`src/rtl/decode_phase_sequencer_if.sv`:
```
// Requester and SRAM-side signals of the decode phase sequencer.
// The sequencer uses the slave view; the surrounding logic uses the master view.
interface decode_phase_sequencer_if;
  logic        uart_rx;
  logic [17:0] uart_address;
  logic [15:0] uart_write_data;
  logic        uart_we_n;
  logic [17:0] m2_address;
  logic [15:0] m2_write_data;
  logic        m2_we_n;
  logic        m2_finish;
  logic [17:0] m1_address;
  logic [15:0] m1_write_data;
  logic        m1_we_n;
  logic        m1_finish;
  logic [17:0] vga_address;
  logic [17:0] sram_address;
  logic [15:0] sram_write_data;
  logic        sram_we_n;
  logic        uart_rx_initialize;
  logic        uart_rx_enable;
  logic        m2_start;
  logic        m1_start;
  logic        vga_enable;
  logic [2:0]  phase;
  logic        timeout_error;

  modport master (
    output uart_rx, uart_address, uart_write_data, uart_we_n,
    output m2_address, m2_write_data, m2_we_n, m2_finish,
    output m1_address, m1_write_data, m1_we_n, m1_finish,
    output vga_address,
    input  sram_address, sram_write_data, sram_we_n,
    input  uart_rx_initialize, uart_rx_enable, m2_start, m1_start,
    input  vga_enable, phase, timeout_error
  );

  modport slave (
    input  uart_rx, uart_address, uart_write_data, uart_we_n,
    input  m2_address, m2_write_data, m2_we_n, m2_finish,
    input  m1_address, m1_write_data, m1_we_n, m1_finish,
    input  vga_address,
    output sram_address, sram_write_data, sram_we_n,
    output uart_rx_initialize, uart_rx_enable, m2_start, m1_start,
    output vga_enable, phase, timeout_error
  );
endinterface

```
`src/rtl/decode_phase_sequencer.sv`:
```
// Decode flow scheduler: UART load -> M2 -> M1 -> VGA, owning and arbitrating the SRAM port.
// One shared saturating counter serves as UART idle timer and milestone watchdog.
module decode_phase_sequencer #(
  parameter int UART_TIMEOUT = 50_000_000,
  parameter int MS_TIMEOUT   = 2**24,
  parameter int CNT_W        = 26
) (
  input logic Clock_50,
  input logic Reset,
  decode_phase_sequencer_if.slave bus
);

  localparam logic [CNT_W-1:0] UART_LAST = CNT_W'(UART_TIMEOUT - 1);
  localparam logic [CNT_W-1:0] MS_LAST   = CNT_W'(MS_TIMEOUT - 1);

  typedef enum logic [2:0] {
    S_IDLE    = 3'd0,
    S_UART_RX = 3'd1,
    S_GAP_A   = 3'd2,
    S_M2      = 3'd3,
    S_GAP_B   = 3'd4,
    S_M1      = 3'd5,
    S_GAP_C   = 3'd6
  } state_t;

  state_t           state, state_nx;
  logic [CNT_W-1:0] cnt, cnt_nx, cnt_inc;
  logic             rx_init, rx_init_nx;
  logic             rx_en, rx_en_nx;
  logic             m2_start, m2_start_nx;
  logic             m1_start, m1_start_nx;
  logic             vga_en, vga_en_nx;
  logic             err, err_nx;
  logic [17:0]      sram_address;
  logic [15:0]      sram_write_data;
  logic             sram_we_n;

  assign cnt_inc = (cnt == '1) ? cnt : cnt + CNT_W'(1);

  always_ff @(posedge Clock_50) begin
    if (Reset) begin
      state    <= S_IDLE;
      cnt      <= '0;
      rx_init  <= 1'b0;
      rx_en    <= 1'b0;
      m2_start <= 1'b0;
      m1_start <= 1'b0;
      vga_en   <= 1'b1;
      err      <= 1'b0;
    end else begin
      state    <= state_nx;
      cnt      <= cnt_nx;
      rx_init  <= rx_init_nx;
      rx_en    <= rx_en_nx;
      m2_start <= m2_start_nx;
      m1_start <= m1_start_nx;
      vga_en   <= vga_en_nx;
      err      <= err_nx;
    end
  end

  always_comb begin
    state_nx    = state;
    cnt_nx      = cnt_inc;
    rx_init_nx  = 1'b0;
    rx_en_nx    = rx_en;
    m2_start_nx = m2_start;
    m1_start_nx = m1_start;
    vga_en_nx   = vga_en;
    err_nx      = err;
    case (state)
      S_IDLE: begin
        cnt_nx = cnt;
        if (!bus.uart_rx) begin
          state_nx   = S_UART_RX;
          cnt_nx     = '0;
          vga_en_nx  = 1'b0;
          rx_init_nx = 1'b1;
        end
      end
      S_UART_RX: begin
        rx_en_nx = 1'b1;
        // A write is activity: it restarts the idle window even on the last cycle.
        if (!bus.uart_we_n) begin
          cnt_nx = '0;
        end else if (cnt == UART_LAST) begin
          rx_en_nx = 1'b0;
          state_nx = S_GAP_A;
        end
      end
      S_GAP_A: begin
        state_nx    = S_M2;
        cnt_nx      = '0;
        m2_start_nx = 1'b1;
      end
      S_M2: begin
        if (bus.m2_finish) begin
          m2_start_nx = 1'b0;
          state_nx    = S_GAP_B;
        end else if (cnt == MS_LAST) begin
          m2_start_nx = 1'b0;
          err_nx      = 1'b1;
          state_nx    = S_GAP_C;
        end
      end
      S_GAP_B: begin
        state_nx    = S_M1;
        cnt_nx      = '0;
        m1_start_nx = 1'b1;
      end
      S_M1: begin
        if (bus.m1_finish) begin
          m1_start_nx = 1'b0;
          state_nx    = S_GAP_C;
        end else if (cnt == MS_LAST) begin
          m1_start_nx = 1'b0;
          err_nx      = 1'b1;
          state_nx    = S_GAP_C;
        end
      end
      S_GAP_C: begin
        state_nx  = S_IDLE;
        vga_en_nx = 1'b1;
      end
      default: state_nx = S_IDLE;
    endcase
  end

  // Gaps fall through to the idle bus: no owner, no write.
  always_comb begin
    sram_address    = '0;
    sram_write_data = '0;
    sram_we_n       = 1'b1;
    case (state)
      S_IDLE: sram_address = bus.vga_address;
      S_UART_RX: begin
        sram_address    = bus.uart_address;
        sram_write_data = bus.uart_write_data;
        sram_we_n       = bus.uart_we_n;
      end
      S_M2: begin
        sram_address    = bus.m2_address;
        sram_write_data = bus.m2_write_data;
        sram_we_n       = bus.m2_we_n;
      end
      S_M1: begin
        sram_address    = bus.m1_address;
        sram_write_data = bus.m1_write_data;
        sram_we_n       = bus.m1_we_n;
      end
      default: ;
    endcase
  end

  assign bus.sram_address       = sram_address;
  assign bus.sram_write_data    = sram_write_data;
  assign bus.sram_we_n          = sram_we_n;
  assign bus.uart_rx_initialize = rx_init;
  assign bus.uart_rx_enable     = rx_en;
  assign bus.m2_start           = m2_start;
  assign bus.m1_start           = m1_start;
  assign bus.vga_enable         = vga_en;
  assign bus.phase              = state;
  assign bus.timeout_error      = err;

endmodule

```
`src/flat_wrapper.sv`:
```
// flat-port wrapper written by rule: the top's interface ports become plain ports
module decode_phase_sequencer_flat 
#(
  parameter int UART_TIMEOUT = 50_000_000,
  parameter int MS_TIMEOUT   = 2**24,
  parameter int CNT_W        = 26
)
  (Clock_50, Reset, bus_uart_rx, bus_uart_address, bus_uart_write_data, bus_uart_we_n, bus_m2_address, bus_m2_write_data, bus_m2_we_n, bus_m2_finish, bus_m1_address, bus_m1_write_data, bus_m1_we_n, bus_m1_finish, bus_vga_address, bus_sram_address, bus_sram_write_data, bus_sram_we_n, bus_uart_rx_initialize, bus_uart_rx_enable, bus_m2_start, bus_m1_start, bus_vga_enable, bus_phase, bus_timeout_error);
  decode_phase_sequencer_if bus_i ();
  input logic Clock_50;
  input logic Reset;
  input wire logic [$bits(bus_i.uart_rx)-1:0] bus_uart_rx;
  input wire logic [$bits(bus_i.uart_address)-1:0] bus_uart_address;
  input wire logic [$bits(bus_i.uart_write_data)-1:0] bus_uart_write_data;
  input wire logic [$bits(bus_i.uart_we_n)-1:0] bus_uart_we_n;
  input wire logic [$bits(bus_i.m2_address)-1:0] bus_m2_address;
  input wire logic [$bits(bus_i.m2_write_data)-1:0] bus_m2_write_data;
  input wire logic [$bits(bus_i.m2_we_n)-1:0] bus_m2_we_n;
  input wire logic [$bits(bus_i.m2_finish)-1:0] bus_m2_finish;
  input wire logic [$bits(bus_i.m1_address)-1:0] bus_m1_address;
  input wire logic [$bits(bus_i.m1_write_data)-1:0] bus_m1_write_data;
  input wire logic [$bits(bus_i.m1_we_n)-1:0] bus_m1_we_n;
  input wire logic [$bits(bus_i.m1_finish)-1:0] bus_m1_finish;
  input wire logic [$bits(bus_i.vga_address)-1:0] bus_vga_address;
  output wire logic [$bits(bus_i.sram_address)-1:0] bus_sram_address;
  output wire logic [$bits(bus_i.sram_write_data)-1:0] bus_sram_write_data;
  output wire logic [$bits(bus_i.sram_we_n)-1:0] bus_sram_we_n;
  output wire logic [$bits(bus_i.uart_rx_initialize)-1:0] bus_uart_rx_initialize;
  output wire logic [$bits(bus_i.uart_rx_enable)-1:0] bus_uart_rx_enable;
  output wire logic [$bits(bus_i.m2_start)-1:0] bus_m2_start;
  output wire logic [$bits(bus_i.m1_start)-1:0] bus_m1_start;
  output wire logic [$bits(bus_i.vga_enable)-1:0] bus_vga_enable;
  output wire logic [$bits(bus_i.phase)-1:0] bus_phase;
  output wire logic [$bits(bus_i.timeout_error)-1:0] bus_timeout_error;
  assign bus_i.uart_rx = bus_uart_rx;
  assign bus_i.uart_address = bus_uart_address;
  assign bus_i.uart_write_data = bus_uart_write_data;
  assign bus_i.uart_we_n = bus_uart_we_n;
  assign bus_i.m2_address = bus_m2_address;
  assign bus_i.m2_write_data = bus_m2_write_data;
  assign bus_i.m2_we_n = bus_m2_we_n;
  assign bus_i.m2_finish = bus_m2_finish;
  assign bus_i.m1_address = bus_m1_address;
  assign bus_i.m1_write_data = bus_m1_write_data;
  assign bus_i.m1_we_n = bus_m1_we_n;
  assign bus_i.m1_finish = bus_m1_finish;
  assign bus_i.vga_address = bus_vga_address;
  assign bus_sram_address = bus_i.sram_address;
  assign bus_sram_write_data = bus_i.sram_write_data;
  assign bus_sram_we_n = bus_i.sram_we_n;
  assign bus_uart_rx_initialize = bus_i.uart_rx_initialize;
  assign bus_uart_rx_enable = bus_i.uart_rx_enable;
  assign bus_m2_start = bus_i.m2_start;
  assign bus_m1_start = bus_i.m1_start;
  assign bus_vga_enable = bus_i.vga_enable;
  assign bus_phase = bus_i.phase;
  assign bus_timeout_error = bus_i.timeout_error;
  decode_phase_sequencer #(.UART_TIMEOUT(UART_TIMEOUT), .MS_TIMEOUT(MS_TIMEOUT), .CNT_W(CNT_W)) u_core (.Clock_50(Clock_50), .Reset(Reset), .bus(bus_i));
endmodule
```
`config.mk`:
```
export PLATFORM = sky130hd
export DESIGN_NAME = decode_phase_sequencer_flat
export DESIGN_NICKNAME = d
export VERILOG_FILES = /design/src/rtl/decode_phase_sequencer_if.sv /design/src/rtl/decode_phase_sequencer.sv /design/src/flat_wrapper.sv
export SDC_FILE = /design/constraint.sdc
export NUM_CORES = 1
export LEC_CHECK = 0
export ABC_AREA = 1
export BUFFER_PORTS_ARGS = -buffer_cell sky130_fd_sc_hd__buf_2
export CORE_MARGIN = 2
export CORE_UTILIZATION = 44
export CTS_CLUSTER_DIAMETER = 60
export DETAILED_ROUTE_END_ITERATION = 12
export PLACE_DENSITY = 0.82
export SYNTH_ARGS = -nofsm -noshare
export SYNTH_HDL_FRONTEND = slang
export SYNTH_SLANG_ARGS = --single-unit
```
`constraint.sdc`:
```
create_clock -name Clock_50 -period 2.2 [get_ports Clock_50]
set_clock_uncertainty 0.1 [all_clocks]
set_input_delay 0 -clock Clock_50 [delete_from_list [all_inputs] [get_ports Clock_50]]
set_output_delay 0 -clock Clock_50 [all_outputs]
set_load 0.005 [all_outputs]
```
## After elaboration in Yosys (flattened, before gate mapping)

Cells that the tools add are included.

- Equal/unequal tests: 16
- Bitwise gates (word level): 1
- $add $sub $neg: 1
- Multiplexer cells: 28
- Reduce and logical (&&, ||, !) cells: 12

Operators with widths:

| cell | count |
|---|---|
| $mux 26 | 3 |
| $pmux 26 s3 | 1 |
| $pmux 18 s4 | 1 |
| $eq 26x26->1 const B | 2 |
| $pmux 16 s3 | 1 |
| $add 26x1->26 const B | 1 |
| $eq 26x24->1 const B | 1 |
| $mux 3 | 6 |
| $pmux 3 s6 | 1 |
| $mux 1 | 10 |
| $eq 3x3->1 const B | 3 |
| $ne 2x2->1 const B | 4 |
| $pmux 1 s2 | 4 |
| $reduce_bool 2->1 | 4 |
| $eq 3x2->1 const B | 2 |
| $ne 3x2->1 const B | 2 |
| $reduce_and 2->1 | 3 |
| $reduce_and 3->1 | 2 |
| $reduce_or 2->1 | 2 |
| $eq 3x1->1 const B | 1 |
| $logic_not 3->1 | 1 |
| $pmux 1 s3 | 1 |
| $ne 2x1->1 const B | 1 |
| $not 1->1 | 1 |

- Register bits: 35
- Output and inout port bits: 44

## Depth between registers and ports, before layout

- Word-level depth: 4
- Gate-level depth with buffers: 14
- Mapped depth without buffers: 14

## Worst setup path after synthesis

No wires, ideal clock.

- Path kind: register to register
- From: reg u_core.cnt[0]
- To: reg u_core.cnt[1]
- Path buffers: 1
- Clock period less this slack: 1.678 ns
- Cell stages (with the launch flop): 14
- Slack: 0.522 ns
- Arrival time: 1.461 ns
- Setup time: 0.117 ns
- Cell sequence: dfxtp_1 -> ha_1 -> nand3_1 -> inv_1 -> nand2_2 -> clkinv_2 -> nand2_2 -> nor2_4 -> nand2_4 -> nand2_4 -> inv_4 -> buf_6 -> nor2_1 -> nor3_2

- Cells in the longest elaborated chain, start to end: 4
- Elaborated cells on any way between the ends: 5
- Classes of those cells: add/sub: 1; eq/ne: 1; mux: 3

Ends and longest elaborated chain:

| element | line | text |
|---|---|---|
| start: declaration | decode_phase_sequencer.sv:27 | `logic [CNT_W-1:0] cnt, cnt_nx, cnt_inc;` |
| start signal: assignment | decode_phase_sequencer.sv:52 | `cnt <= cnt_nx;` |
| $add 26x1->26 / $eq 26x26->1 (equally long branches) | decode_phase_sequencer.sv:38 | `assign cnt_inc = (cnt == '1) ? cnt : cnt + CNT_W'(1);` |
| $mux 26 (*) | decode_phase_sequencer.sv:38 |  |
| $mux 26 | decode_phase_sequencer.sv:84 | `if (!bus.uart_we_n) begin` |
| $pmux 26 s3 (*) | decode_phase_sequencer.sv:71 | `case (state)` |

Mark *: on every way between the ends. The rest lies on a longest branch, timed or not.
A chain may end at the register's enable or synchronous reset.

## Worst setup path in the final report

- From: reg u_core.state[2], in the netlist u_core.bus.phase[2]
- To: reg u_core.rx_init, in the netlist u_core.bus.uart_rx_initialize

- Cells in the longest elaborated chain, start to end: 3

Ends and longest elaborated chain:

| element | line | text |
|---|---|---|
| start: declaration | decode_phase_sequencer.sv:26 | `state_t state, state_nx;` |
| start signal: assignment | decode_phase_sequencer.sv:51 | `state <= state_nx;` |
| $logic_not 3->1 | decode_phase_sequencer.sv:71 |  |
| $not 1->1 (no source line) | -- |  |
| $reduce_or 2->1 (no source line) | -- |  |
| end signal: assignment | decode_phase_sequencer.sv:53 | `rx_init <= rx_init_nx;` |
| end: declaration | decode_phase_sequencer.sv:28 | `logic rx_init, rx_init_nx;` |

Every way passes these cells.

==> reports/summary.txt <==
LOGIC SYNTHESIS
--------------------------------------------------------------------------------
Post-synth EDFFs                                                               0
Cells after Synth                                                            487
FFs w/ async S/R, synth                                                       0%
Net count of the mapped netlist                                              616
Synth top cells by count                                            nand2_1 (177), nor2_1 (57), inv_1 (49), nand3_1 (49), dfxtp_1 (35)
Most instantiated library cell after synthesis                           nand2_1
Cell variety after synth                                                      37
Share of the synthesized area in the top cell type                         25.2%
Dominant cells by area after synthesis                              dfxtp_1 (25%), nand2_1 (24%), nand3_1 (8.8%), nor2_1 (7.7%), inv_1 (6.6%)
Yosys top cell by area                                                   dfxtp_1
Synthesized cell area                                                0.00278 mm2
Number of storage elements in the synthesis netlist                           35
Top_reg_cell synth                                                       dfxtp_1
Average cell area after synthesis                                       5.70 um2
Portion of the post-synthesis area used by sequential elements             25.2%
Number of warnings reported in the yosys synthesis log                         0

POWER AND IR DROP
--------------------------------------------------------------------------------
Internal Dissipation                                                     1.47 mW
Logic gate share of total power                                            46.5%
Design Power                                                             2.43 mW
Proportion of power drawn by flip-flops and latches                        29.3%
Clock Power Share                                                          24.2%
Largest vdd supply drop                                                   845 uV
Switching power of the nets                                             0.953 mW
Cell area power density                                               630 mW/mm2
Share of total power consumed by net switching                             39.3%
Leakage Power                                                            1.96 nW

CRITICAL PATH
--------------------------------------------------------------------------------
Crit path kind                                                           reg2reg
Type of origin of the critical path                                         flop
Capturing element type of the critical path                                 flop
Maximum fanout along the worst path                                           19
Endpoint required time on the critical path                              2290 ps
Worst EP arrival                                                         2060 ps

CLOCK NETWORK
--------------------------------------------------------------------------------
Clock latency at the later pin of the worst-skew pair                     290 ps
CTS root buf                                                            clkbuf_8
Clock tree from TritonCTS                                                   done
H-tree levels                                                                  2
Maximum number of buffers from clock root to sink                              2
Number of buffers inserted to repair setup after CTS                           0
CTS buffer count                                                               5
CTS sink count                                                                35
Clock transition at the registers of the reported paths                    80 ps

TIMING
--------------------------------------------------------------------------------
Setup violators final                                                          0
Number of max-slew violations in the final report                              0
Final critical-path required period                                      1970 ps
Accumulated negative setup slack                                            0 ps
Final-report hold violation count                                              0
Normalized max-slew margin                                                 61.5%
Worst Max-Slew Pin Slew                                                   572 ps
Max frequency                                                          0.508 GHz
Unrepaired setup endpoints after global routing                            false
Worst hold-check slack                                                   42.6 ps
Fraction of the cycle the final worst path needs                           89.4%

MIN PATH
--------------------------------------------------------------------------------
Class of the most critical hold timing path                               in2reg

ROUTING
--------------------------------------------------------------------------------
Routed WL                                                                11.0 mm
Vias per cell                                                               5.31
Number of DRC violations after detailed-routing iteration 0                  337
Total number of vias                                                       3,896
Residual DRC count                                                             0
Antenna Nets Post-Route                                                        0
WL/cell                                                                  15.0 um
First-pass detailed-route iteration total                                      6

PLACED DESIGN
--------------------------------------------------------------------------------
Number of buffers inserted by port buffering                                 171
DP HPWL                                                                  8.98 mm
Routability congestion estimate from global placement                       1.02
Cell area after placement                                            0.00368 mm2

LAYOUT
--------------------------------------------------------------------------------
Post-layout instance area                                            0.00385 mm2
Syn-to-layout area delta                                                   38.7%
Fraction of final layout cells sized beyond drive strength 1               31.5%
Number of nets in the final layout                                           785
Layout fillers                                                               559

FLOORPLAN
--------------------------------------------------------------------------------
Die outline area                                                     0.00696 mm2
Site row count                                                                28
I/O pin total                                                                172
Core Box Area                                                        0.00599 mm2
Floorplan die height                                                     83.4 um
Starting density of the core                                               46.3%
Width of the die                                                         83.4 um

GRT
--------------------------------------------------------------------------------
Number of antenna violations at the first check in global routing              2
Maximum number of pins on one net before global-route repair                  35
Via count of the first global-routing pass                                 3,568
Total gr overflow                                                              0
GRT Overall Usage                                                          30.0%
First-pass GRT wire length                                               17.1 mm

RUN
--------------------------------------------------------------------------------
Max_cap viols                                                                  0

RUN STATUS
--------------------------------------------------------------------------------
Run status                                                          finished, final reports clean

==> power by group through the flow <==
stage / registers (mW) / logic [mW] / clock network (mW)
2_1_floorplan: 0.710 / 0.644 / 0
3_3_place_gp: 0.720 / 1.09 / 0
3_5_place_dp: 0.723 / 1.11 / 0
4_1_cts: 0.708 / 1.12 / 0.592
5_1_grt: 0.716 / 1.24 / 0.620
6_report: 0.711 / 1.13 / 0.586
==> timing repair <==
item                                    in CTS  in global routing
resized for setup                            0                  5
hold buffers                                 4                  0
hold endpoints to repair                     8                  0
endpoints found under the setup margin       0                  4
==> worst paths after layout <==
path                                                                  to  depth (start not counted)                                    from  slack [ps]
worst max-delay path            u_core.bus.uart_rx_initialize$_SDFF_PP0_                          6        u_core.bus.phase[2]$_SDFFE_PP0P_         230
worst min-delay path                  u_core.bus.vga_enable$_SDFFE_PP1P_                          5                             bus_uart_rx          40
worst max register to register  u_core.bus.uart_rx_initialize$_SDFF_PP0_                          6        u_core.bus.phase[2]$_SDFFE_PP0P_         230
worst min register to register    u_core.bus.uart_rx_enable$_SDFFE_PP0P_                          2  u_core.bus.uart_rx_enable$_SDFFE_PP0P_         370
==> per-layer routing <==
metal	global-route usage, %	vias to the layer above	routed length (um)	part of all wire (%)
met5	0	-	0	0
met4	14.5	0	539	4.9
met3	6.36	32	1060	9.6
met2	53.8	231	5450	49
met1	33.6	1725	3970	36
li1	-	1908	-	-
==> critical path: stages (launching register included) <==
cell,delay [ps]
dfxtp_2,390
inv_1,110
nand2_1,180
clkinvlp_4,320
nand2_1,170
nor2_1,50
dlygate4sd3_1,540
==> kinds of logic (layout without fill, tap and decap cells) <==
| group | Yosys count | in the layout | share of synthesized area, % |
|---|---|---|---|
| compound gates | 50 | 50 | 11.5 |
| xor+xnor | 1 | 1 | 0.316 |
| fa+ha+maj | 1 | 1 | 0.451 |
| buf+inv | 72 | 242 | 11.0 |
| flops | 35 | 35 | 25.2 |
| other cells | 0 | 2 | 0 |
| simple gates | 328 | 328 | 51.5 |
==> state kept, by name, summed over array words and instances (netlist names) <==
| register | count |
|---|---|
| u_core.cnt | 26 |
| u_core.bus.timeout_error | 1 |
| u_core.bus.m2_start | 1 |
| u_core.bus.uart_rx_enable | 1 |
| u_core.bus.m1_start | 1 |
| u_core.bus.phase | 3 |
| u_core.bus.vga_enable | 1 |
| u_core.bus.uart_rx_initialize | 1 |
==> cell type report <==
class | instances | area, um2 | share of cell area, %
Tap cell | 75 | 93.8 | 2.44
Inverter | 56 | 220 | 5.72
Clock inverter | 3 | 43.8 | 1.14
Timing Repair Buffer | 178 | 943 | 24.5
Antenna cell | 2 | 5.00 | 0.130
Clock buffer | 5 | 68.8 | 1.79
Sequential cell | 35 | 703 | 18.3
Multi-Input combinational cell | 380 | 1770 | 46.0
==> cells in the final DEF, fill, tap and decap left out, types with 4 or more instances in the layout <==
cell | netlist | layout
a21oi_1 | 14 | 14
a22oi_1 | 15 | 15
buf_2 | 2 | 171
clkbuf_8 | 0 | 5
dfxtp_1 | 35 | 33
dlygate4sd3_1 | 0 | 4
inv_1 | 49 | 49
nand2_1 | 177 | 177
nand2_2 | 5 | 5
nand3_1 | 49 | 49
nand4_1 | 16 | 16
nor2_1 | 57 | 56
nor2_2 | 6 | 7
nor3_1 | 5 | 5
o21ai_0 | 11 | 11
==> metrics by stage <==
| step | util, % | worst slack [ps] | std cells |
|---|---|---|---|
| after floorplan | - | 522 | 487 |
| after global placement | 61.5 | 372 | 720 |
| after detailed placement | 61.5 | 271 | 720 |
| after CTS | 64.0 | 25.7 | 732 |
| after global routing | 64.2 | 84.7 | 734 |
| final | 64.2 | 233 | 734 |
No activity file was read; power rests on OpenSTA's default activity.
